<file path="src/rtl/uart_rx_fifo_pkg.sv">
// Shared UART receive-path parameters and handshake FSM state encoding.
package uart_rx_fifo_pkg;
    localparam int unsigned WORD_SIZE     = 8;
    localparam int unsigned RX_FIFO_DEPTH = 16;

    typedef enum logic {
        ST_IDLE = 1'b0,
        ST_ACK  = 1'b1
    } rx_state_e;
endpackage

</file>
<file path="src/rtl/uart_rx_fifo_sync_fifo.sv">
// Synchronous show-ahead FIFO: pointer-based storage with count-derived empty/full.
module sync_fifo
#(
    parameter int unsigned WORD_SIZE = uart_rx_fifo_pkg::WORD_SIZE,
    parameter int unsigned DEPTH     = uart_rx_fifo_pkg::RX_FIFO_DEPTH,
    parameter int unsigned CNT_W     = $clog2(DEPTH + 1)
) (
    input  logic                 clk,
    input  logic                 rst,
    input  logic                 wr_en,
    input  logic [WORD_SIZE-1:0] wr_data,
    input  logic                 rd_en,
    output logic [WORD_SIZE-1:0] rd_data,
    output logic                 empty,
    output logic                 full,
    output logic [CNT_W-1:0]     count
);
    localparam int unsigned PTR_W = $clog2(DEPTH);

    logic [WORD_SIZE-1:0] mem [DEPTH];
    logic [PTR_W-1:0]     wr_ptr;
    logic [PTR_W-1:0]     rd_ptr;
    logic                 do_rd;
    logic                 do_wr;

    assign do_rd = rd_en && !empty;
    // A pop in the same cycle frees the slot the write lands in.
    assign do_wr = wr_en && (!full || do_rd);

    always_ff @(posedge clk or negedge rst) begin
        if (!rst) begin
            wr_ptr <= '0;
            rd_ptr <= '0;
            count  <= '0;
        end else begin
            if (do_wr) wr_ptr <= wr_ptr + 1'b1;
            if (do_rd) rd_ptr <= rd_ptr + 1'b1;
            case ({do_wr, do_rd})
                2'b10:   count <= count + 1'b1;
                2'b01:   count <= count - 1'b1;
                default: count <= count;
            endcase
        end
    end

    always_ff @(posedge clk) begin
        if (do_wr) mem[wr_ptr] <= wr_data;
    end

    assign empty   = (count == '0);
    assign full    = (count == CNT_W'(DEPTH));
    assign rd_data = empty ? '0 : mem[rd_ptr];
endmodule

</file>
<file path="src/rtl/uart_rx_fifo.sv">
// Receive byte buffer: four-phase handshake with the UART receiver feeding a show-ahead FIFO.
module uart_rx_fifo
    import uart_rx_fifo_pkg::*;
#(
    parameter int unsigned WORD_SIZE = uart_rx_fifo_pkg::WORD_SIZE,
    parameter int unsigned DEPTH     = uart_rx_fifo_pkg::RX_FIFO_DEPTH,
    parameter int unsigned CNT_W     = $clog2(DEPTH + 1)
) (
    input  logic                 clk,
    input  logic                 rst,
    input  logic                 enable_data_interrupt,
    input  logic [WORD_SIZE-1:0] data,
    output logic                 disable_data_interrupt,
    input  logic                 rd_en,
    output logic [WORD_SIZE-1:0] rd_data,
    output logic                 empty,
    output logic                 full,
    output logic [CNT_W-1:0]     count,
    output logic                 overrun,
    input  logic                 clr_overrun
);
    rx_state_e state;
    logic      capture;
    logic      space;
    logic      wr_en;
    logic      drop;

    assign capture = (state == ST_IDLE) && enable_data_interrupt;
    // When full the FIFO is non-empty, so rd_en is guaranteed to pop.
    assign space   = !full || rd_en;
    assign wr_en   = capture && space;
    assign drop    = capture && !space;

    always_ff @(posedge clk or negedge rst) begin
        if (!rst) begin
            state                  <= ST_IDLE;
            disable_data_interrupt <= 1'b0;
            overrun                <= 1'b0;
        end else begin
            case (state)
                ST_IDLE: if (enable_data_interrupt) begin
                    disable_data_interrupt <= 1'b1;
                    state                  <= ST_ACK;
                end
                ST_ACK: if (!enable_data_interrupt) begin
                    disable_data_interrupt <= 1'b0;
                    state                  <= ST_IDLE;
                end
                default: begin
                    disable_data_interrupt <= 1'b0;
                    state                  <= ST_IDLE;
                end
            endcase
            if (drop)             overrun <= 1'b1;
            else if (clr_overrun) overrun <= 1'b0;
        end
    end

    sync_fifo #(
        .WORD_SIZE (WORD_SIZE),
        .DEPTH     (DEPTH),
        .CNT_W     (CNT_W)
    ) u_fifo (
        .clk     (clk),
        .rst     (rst),
        .wr_en   (wr_en),
        .wr_data (data),
        .rd_en   (rd_en),
        .rd_data (rd_data),
        .empty   (empty),
        .full    (full),
        .count   (count)
    );
endmodule

</file>
<file path="config.mk">
export PLATFORM = sky130hd
export DESIGN_NAME = uart_rx_fifo
export DESIGN_NICKNAME = d
export VERILOG_FILES = /design/src/rtl/uart_rx_fifo_pkg.sv /design/src/rtl/uart_rx_fifo_sync_fifo.sv /design/src/rtl/uart_rx_fifo.sv
export SDC_FILE = /design/constraint.sdc
export NUM_CORES = 1
export LEC_CHECK = 0
export ABC_AREA = 1
export CAP_MARGIN = 40
export CORE_MARGIN = 1.5
export CORE_UTILIZATION = 55
export CTS_BUF_LIST = sky130_fd_sc_hd__clkbuf_4 sky130_fd_sc_hd__clkbuf_8
export DETAILED_ROUTE_END_ITERATION = 6
export PLACE_DENSITY = 0.83
export SYNTH_ARGS = -nofsm -noshare
export SYNTH_HDL_FRONTEND = slang
export SYNTH_SLANG_ARGS = --single-unit
</file>
<file path="constraint.sdc">
create_clock -name clk -period 3.28 [get_ports clk]
set_input_delay 0.656 -clock clk [delete_from_list [all_inputs] [get_ports clk]]
set_output_delay 0.656 -clock clk [all_outputs]
set_load 0.01 [all_outputs]
</file>
==> results.md <==
- Run status: complete, no violations
- Crit Path Max Fanout: 22
- Top FF cell, synth: edfxtp_1
- Syn Area/Cell: 11.2 um2
- Overflow after GRT: 0
- Setup_tns: 0 ps
- Placement row count: 38
- Die Y-Extent: between 100 and 150 um
- Die span in x: approximately 110 um
- Period utilisation layout: a little over nine tenths
- Final setup vio count: 0
- Synth top cells by count: nand2_1, edfxtp_1, nand3_1, nor2_1, dfrtp_1
- Mapped Area: between 6000 and 7000 um2
- Worst Path Required: about 2600 ps
- Largest net degree at the start of global routing: 42
- Clock slew at reported path FFs: roughly 70 ps
- Area grow syn2layout: 14.1%
- Nature of the critical path startpoint: flip-flop
- Yosys warns: 0
- DR iter-0 viols: 420
- Starting Density: a little under three fifths
- Hold crit path type: flip-flop to flip-flop
- Worst-case vdd ir drop: roughly 0.00053 V
- Minimum clock period: a little over 3000 ps
- Number of gates resized after CTS: 0
- Post-synthesis sequential area ratio: between 60 and 70%
- Leading area contributor after synthesis: edfxtp_1
- Post-Syn Instances: roughly 550
- Average wire per standard cell: 18.4 um
- Share of cells above drive strength 1: roughly an eighth
- Synth Register Bits: between 100 and 150
- Worst slew pin tran: ~800 ps
- Fillers: 800
- Setup CP Type: flip-flop to primary output
- Pwr per Cell Area: ~840 nW/um2
- Via-per-instance ratio: 5.80
- Final ANT Viol Nets: 0
- Max-cap viol count: 0
- Post-synth EDFFs: around 130
- Detailed placement HPWL: approximately 9000 um
- Pins Over Slew Limit: 0
- Clk_skew: between 10 and 15 ps
- CTS H-tree lvls: 4
- Total setup buffers inserted after CTS: 0
- Setup slack after layout: 162 ps
- Top cells by area, synth: edfxtp_1, nand2_1, nand3_1, dfrtp_1, ha_1
- Layout Utilization: about 65%
- Routability cong.: ~0.92
- Total Die Area: ~12,000 um2
- Final Hold Vio Count: 0
- LEAKAGE: around 2.7 nW
- Most numerous cell in the Yosys netlist: nand2_1
- GRT Overall Usage: between 20% and 30%
- Core outline area: roughly 11,000 um2
- CTS tree: yes
- Clk sinks: ~140
- First-pass GRT wire length: 21,600 um
- Synth async-reset ratio: ~11%
- Via Count: ~4,400
- Root buf cell: clkbuf_8
- RSZ-0062 raised after global routing: false
- TritonCTS Buffers: 17
- DRC errors left: 0
- ANT cells: 0
- # port buffers: 29
- Place WS: between 500 and 600 ps
- Hold-fix buffers at CTS: 0
- Clock Latency Late Sink: 430 ps
- WP data arrival: 2460 ps
- Antenna violations before repair: 0
- Vias in the first global route: between 4,000 and 5,000
- Crit. End Element: primary output
- Routed wire length: about 14,000 um
- Library cells used by synthesis: 25
- Nets: 620
- Slew HR: between 40% and 50%
- Post-Layout Cell Count: 751
- Drt first pass iters: 5
- Max clock buf depth: 2
- IO Count: 30
- Mapped Nets: between 500 and 600
- Max Fclk: approximately 0.32 GHz
- Placed cells: just over 700
- Yosys top cell area share: 62.4%
[cell type report]
class	count	area (um2)	area share, %
multi-input combinational	362	1660	23.6
timing repair buffer	54	498	7.08
inverter	19	76.3	1.09
sequential	144	4250	60.4
tap	140	175	2.49
clock buffer	25	313	4.45
clock inverter	7	60.1	0.854
[through the flow]
step                      total power [mW]  area (um2)  hold slack [ps]
after floorplan                       3.83        6160              360
after global placement                4.51        6650              449
after detailed placement              4.59        6650              459
after CTS                             5.87        7020              470
after global routing                  6.23        7030              498
final                                 5.89        7030              459
[critical path, cell delays in order, from the launching register on]
cell and delay, ps:
dfrtp_2 480, inv_2 220, buf_4 310, nand3_1 140
nand3_1 110, nand2_1 100, nand2_1 70, a21oi_1 70
clkdlybuf4s50_1 520
[cells by family (layout without fill, tap and decap cells)]
family	Yosys count	count (layout)	synth area share [%]
flip-flops	144	144	68.9
adder cells (fa/ha/maj)	9	9	1.83
buffers and inverters	46	105	4.16
AND/OR/NAND/NOR	327	327	22.5
AO/OA/AOI/OAI	18	18	1.50
XOR/XNOR	8	8	1.14
[placed cells by master (no fill, tap or decap), drive strengths merged]
master / instances
inv: 19
xor2: 5
o21ai: 9
nand2: 196
nor2: 24
nand3b: 1
clkinv: 6
a21o: 1
buf: 25
clkbuf: 25
a21oi: 8
dfrtp: 16
edfxtp: 128
nand3: 106
clkdlybuf4s50: 29
bufinv: 1
ha: 9
xnor2: 3
[layer usage]
metal  global-route usage (%)  vias up  share of wire (%)
met3                     6.63       57                8.1
met4                     14.2        0                4.0
met5                        0        -                  0
li1                         -     1988                  -
met1                     32.4     2072                 40
met2                     39.2      239                 48
[worst paths after layout]
| check | start | endpoint | slack (ps) | cells past startpoint |
|---|---|---|---|---|
| worst min register to register | state | disable_data_interrupt | 460 | 1 |
| worst max register to register | u_fifo.count[0] | u_fifo.count[4] | 780 | 17 |
| worst min-delay path | state | disable_data_interrupt | 460 | 1 |
| min in group asynchronous | rst | disable_data_interrupt | 690 | 1 |
| max in group asynchronous | rst | u_fifo.rd_ptr[1] | 2030 | 1 |
| worst max-delay path | u_fifo.rd_ptr[1] | rd_data[2] | 160 | 8 |
[where the power goes]
group	leakage (nW)	internal [mW]	switching [mW]	total [mW]
sequential	1.35	2.16	0.160	2.32
clock	0.204	0.694	0.601	1.30
combinational	1.18	0.874	1.41	2.28
[sequential cells by signal (all words and copies together), names as in the netlist]
register                cells
u_fifo.mem                128
u_fifo.wr_ptr               4
disable_data_interrupt      1
u_fifo.count                5
state                       1
u_fifo.rd_ptr               4
overrun                     1
Power figures use the tool's default switching activity.
